===== src/rtl/r512x8_512x8_ram.sv =====
// 512 x 8 simple dual-port packet buffer for the USB full-speed OUT engine.
// One write port and one read-first, registered read port that maps onto a single block RAM.
module r512x8_512x8_ram (
    input  logic       clk,
    input  logic       reset,
    input  logic [8:0] WA,
    input  logic [7:0] WD,
    input  logic       WEN,
    input  logic       WClk_En,
    input  logic [8:0] RA,
    input  logic       RClk_En,
    output logic [7:0] RD
);

    localparam int DATA_W = 8;
    localparam int ADDR_W = 9;
    localparam int DEPTH  = 1 << ADDR_W;

    logic [DATA_W-1:0] mem [0:DEPTH-1];
    logic              wr_en_p0;

    assign wr_en_p0 = WEN & WClk_En & ~reset;

    // Array contents carry no reset so the storage infers as block RAM.
    always_ff @(posedge clk) begin
        if (wr_en_p0) begin
            mem[WA] <= WD;
        end
    end

    // Read register: read-first on collision, since mem[RA] is sampled before the write lands.
    always_ff @(posedge clk) begin
        if (reset) begin
            RD <= '0;
        end else if (RClk_En) begin
            RD <= mem[RA];
        end
    end

endmodule


===== config.mk =====
export PLATFORM = sky130hd
export DESIGN_NAME = r512x8_512x8_ram
export DESIGN_NICKNAME = d
export VERILOG_FILES = /design/src/rtl/r512x8_512x8_ram.sv
export SDC_FILE = /design/constraint.sdc
export NUM_CORES = 2
export LEC_CHECK = 0
export BUFFER_PORTS_ARGS = -buffer_cell sky130_fd_sc_hd__buf_4
export CORE_MARGIN = 3
export CORE_UTILIZATION = 58
export CTS_CLUSTER_SIZE = 40
export DETAILED_ROUTE_END_ITERATION = 7
export GPL_ROUTABILITY_DRIVEN = 0
export PLACE_DENSITY = 0.74
export REMOVE_ABC_BUFFERS = 1
export SETUP_SLACK_MARGIN = 0.5
export SYNTH_ARGS = -nofsm -noshare
export SYNTH_HDL_FRONTEND = slang
export SYNTH_SLANG_ARGS = --single-unit
export TNS_END_PERCENT = 5

===== constraint.sdc =====
create_clock -name clk -period 4.93 [get_ports clk]
set_clock_uncertainty 0.15 [all_clocks]
set_input_delay 0.7395 -clock clk [delete_from_list [all_inputs] [get_ports clk]]
set_output_delay 0.7395 -clock clk [all_outputs]
set_load 0.05 [all_outputs]

==> flow_summary.ini <==
[routing]
drc = 0
drtIter0Drc = 13100
ant_nets = 0
via_count = 83200
routed_wl_mm = 432
avgRoutedWirePerCell_um = 35.9
first_pass_iters = 8
viasPerCell = 6.91

[run_status]
violations = max-capacitance violations, max-slew violations
status = complete, but fails checks

[global_route]
grt_max_degree = 166
grt_usage = 0.310
antenna_found_initial = 27
overflow = 0
grt_pass1_wl_mm = 618
grt_pass1_vias = 82600

[timing]
setup_viol = 0
finalCritPeriodShare = 0.837
timing.fmax_mhz = 242
setup_tns_ns = 0
finalMaxSlewViolations = 2
fin_crit_ns = 4.12
relSlewSlack = -0.0466
finalHoldViolCount = 0
rsz0062_at_grt = false
worst_pin_slew_ns = 1.56

[clocking]
h-tree-depth = 5
numClockSinks = 4104
clkTransAtPathRegs_ns = 0.06
clock_latency_ns = 0.98
cts_buffers = 395
cts_hold_buffers = 0
post_cts_buffers = 0
cts_tree = built
root_buffer = clkbuf_16
clockBufferDepth = 4
cts_resized = 0

[cells_and_area]
fill_cells = 16800
final_core_util = 0.662
drive_above_1_share = 0.272
area_growth_pct = 13.0
fin_area_um2 = 180000
nets = 8102

[synthesis]
ys_top_cells_by_area = edfxtp_1, mux4_2, nor2_1
seq_area_frac_synth = 0.771
syn-instance-count = 7489
ys.flop_type = edfxtp_1
synth_edf_count = 4096
ys_types = 61
synth.top_cell.area_share = 0.770
syn_area_um2 = 160000
async_flop_share = 0
yosysTopAreaCell = edfxtp_1
ys_warn_count = 0
syn_avg_cell_area_um2 = 21.3
ys_seq_elements = 4104

[critical_path]
cp-start-kind = input pin
crit_type = in -> reg
cp-end-kind = flop
crit_fanout = 32
cp.arrival_ns = 4.79
crit_required_ns = 5.59

[die]
die_w_um = 531
die_h_um = 531
io_pins = 39
die_area_um2 = 282000
num_rows = 191
initial_utilization = 0.586
core-area_um2 = 272000

[min_path]
timing.hold.worst.class = in -> reg

[power]
p_leak_nw = 57.0
ir_drop_uv = 451
power.density_nw_per_um2 = 400

[placement]
dpl_cell_area_um2 = 168000
dp.final_hpwl_mm = 263
portBuffers = 38

[job]
drv_cap = 1
[per-stage QoR]
stage | hold WS, ns | cells | setup slack, ns | power [mW]
global placement | 0.687 | 11200 | 0.0843 | 42.8
CTS | 0.0888 | 12000 | 1.04 | 72.2
finish | 0.117 | 12000 | 0.805 | 72.1
floorplan | 0.555 | 7033 | -2.13 | 40.5
detailed placement | 0.646 | 11200 | 0.189 | 42.8
global route | 0.123 | 12000 | 0.925 | 73.7
[registers in the layout, summed over array words and instances, names as in the netlist]
register and cells:
RD 8, mem 4096
[cell families (layout without fill, tap and decap cells)]
kind of cell,Yosys count,after routing,synth area share
compound gates,461,461,0.0200
buf+inv,462,1387,0.0172
flops,4104,4104,0.771
mux,1266,1266,0.161
other cells,0,43,0
simple gates,1196,1196,0.0308
[metal layers]
layer / track usage / part of all wire
met5: 0 / 0.00021
met4: 0.129 / 0.049
met3: 0.0917 / 0.14
met2: 0.470 / 0.47
met1: 0.428 / 0.35
[final timing paths]
check	startpoint	to	cells after the start	slack (ns)
worst min-delay path	WD[2]	mem[39][2]	1	0.12
worst min register to register	RD[6]	RD[6]	2	0.74
worst max-delay path	RA[1]	RD[3]	10	0.81
worst max register to register	mem[350][3]	RD[3]	7	1.42
[Yosys cell counts, types with 8 or more instances]
| master | n |
|---|---|
| dfxtp_1 | 8 |
| edfxtp_1 | 4096 |
| a21oi_1 | 79 |
| buf_2 | 113 |
| o2111ai_1 | 11 |
| nand4_1 | 11 |
| a211oi_1 | 25 |
| a221oi_1 | 20 |
| mux2_2 | 12 |
| a311oi_1 | 16 |
| mux4_2 | 1035 |
| a2111oi_0 | 18 |
| nand2_1 | 361 |
| nor2_1 | 629 |
| o22ai_1 | 56 |
| and2_1 | 11 |
| buf_6 | 57 |
| clkbuf_1 | 171 |
| and3_1 | 33 |
| nor4_1 | 13 |
| buf_4 | 55 |
| nand3_1 | 55 |
| a22oi_1 | 30 |
| nor3_1 | 34 |
| buf_1 | 42 |
| mux2i_1 | 219 |
| o21ai_0 | 58 |
| a31oi_1 | 41 |
| buf_8 | 11 |
| nor2b_1 | 20 |
| o211ai_1 | 15 |
| o221ai_1 | 44 |
[cell usage in the layout, fill, tap and decap left out, drive strengths merged, types with 11 or more instances in the layout]
master,instances
clkinvlp,15
and2,11
nor2,629
a22oi,30
a221oi,20
o2111ai,11
bufinv,33
mux2i,219
nand4,11
nand2,361
nor3,34
a211oi,25
a21oi,79
edfxtp,4096
clkinv,176
a2111oi,20
buf,641
mux4,1035
o21ai,60
and3,33
inv,20
o22ai,56
o211ai,15
a31oi,41
clkbuf,502
nand3,55
a311oi,16
nor4,13
mux2,12
nor2b,20
diode,43
o221ai,44
[cell type report]
cell class	instances	area, µm²	area share
diodes	43	108	0.000596
clock buffers	502	10400	0.0577
clock inverters	238	2340	0.0130
inverters	6	45.0	0.000250
flip-flops and latches	4104	123000	0.683
multi-input cells	2923	33900	0.188
well taps	3570	4470	0.0248
repair buffers	641	5940	0.0329
[critical path, stage by stage]
cell	delay [ns]
buf_8	0.38
buf_12	0.35
buf_4	0.33
mux4_2	0.55
mux2_2	0.35
o21ai_0	0.87
a21oi_1	0.34
a311oi_1	0.49
buf_4	0.21
o32ai_1	0.07
[report_power, final]
| group | internal, mW | switching (mW) |
|---|---|---|
| Clock | 16.8 | 13.1 |
| Combinational | 1.30 | 2.46 |
| Sequential | 38.4 | 0.0481 |
No activity file was read; power rests on OpenSTA's default activity.
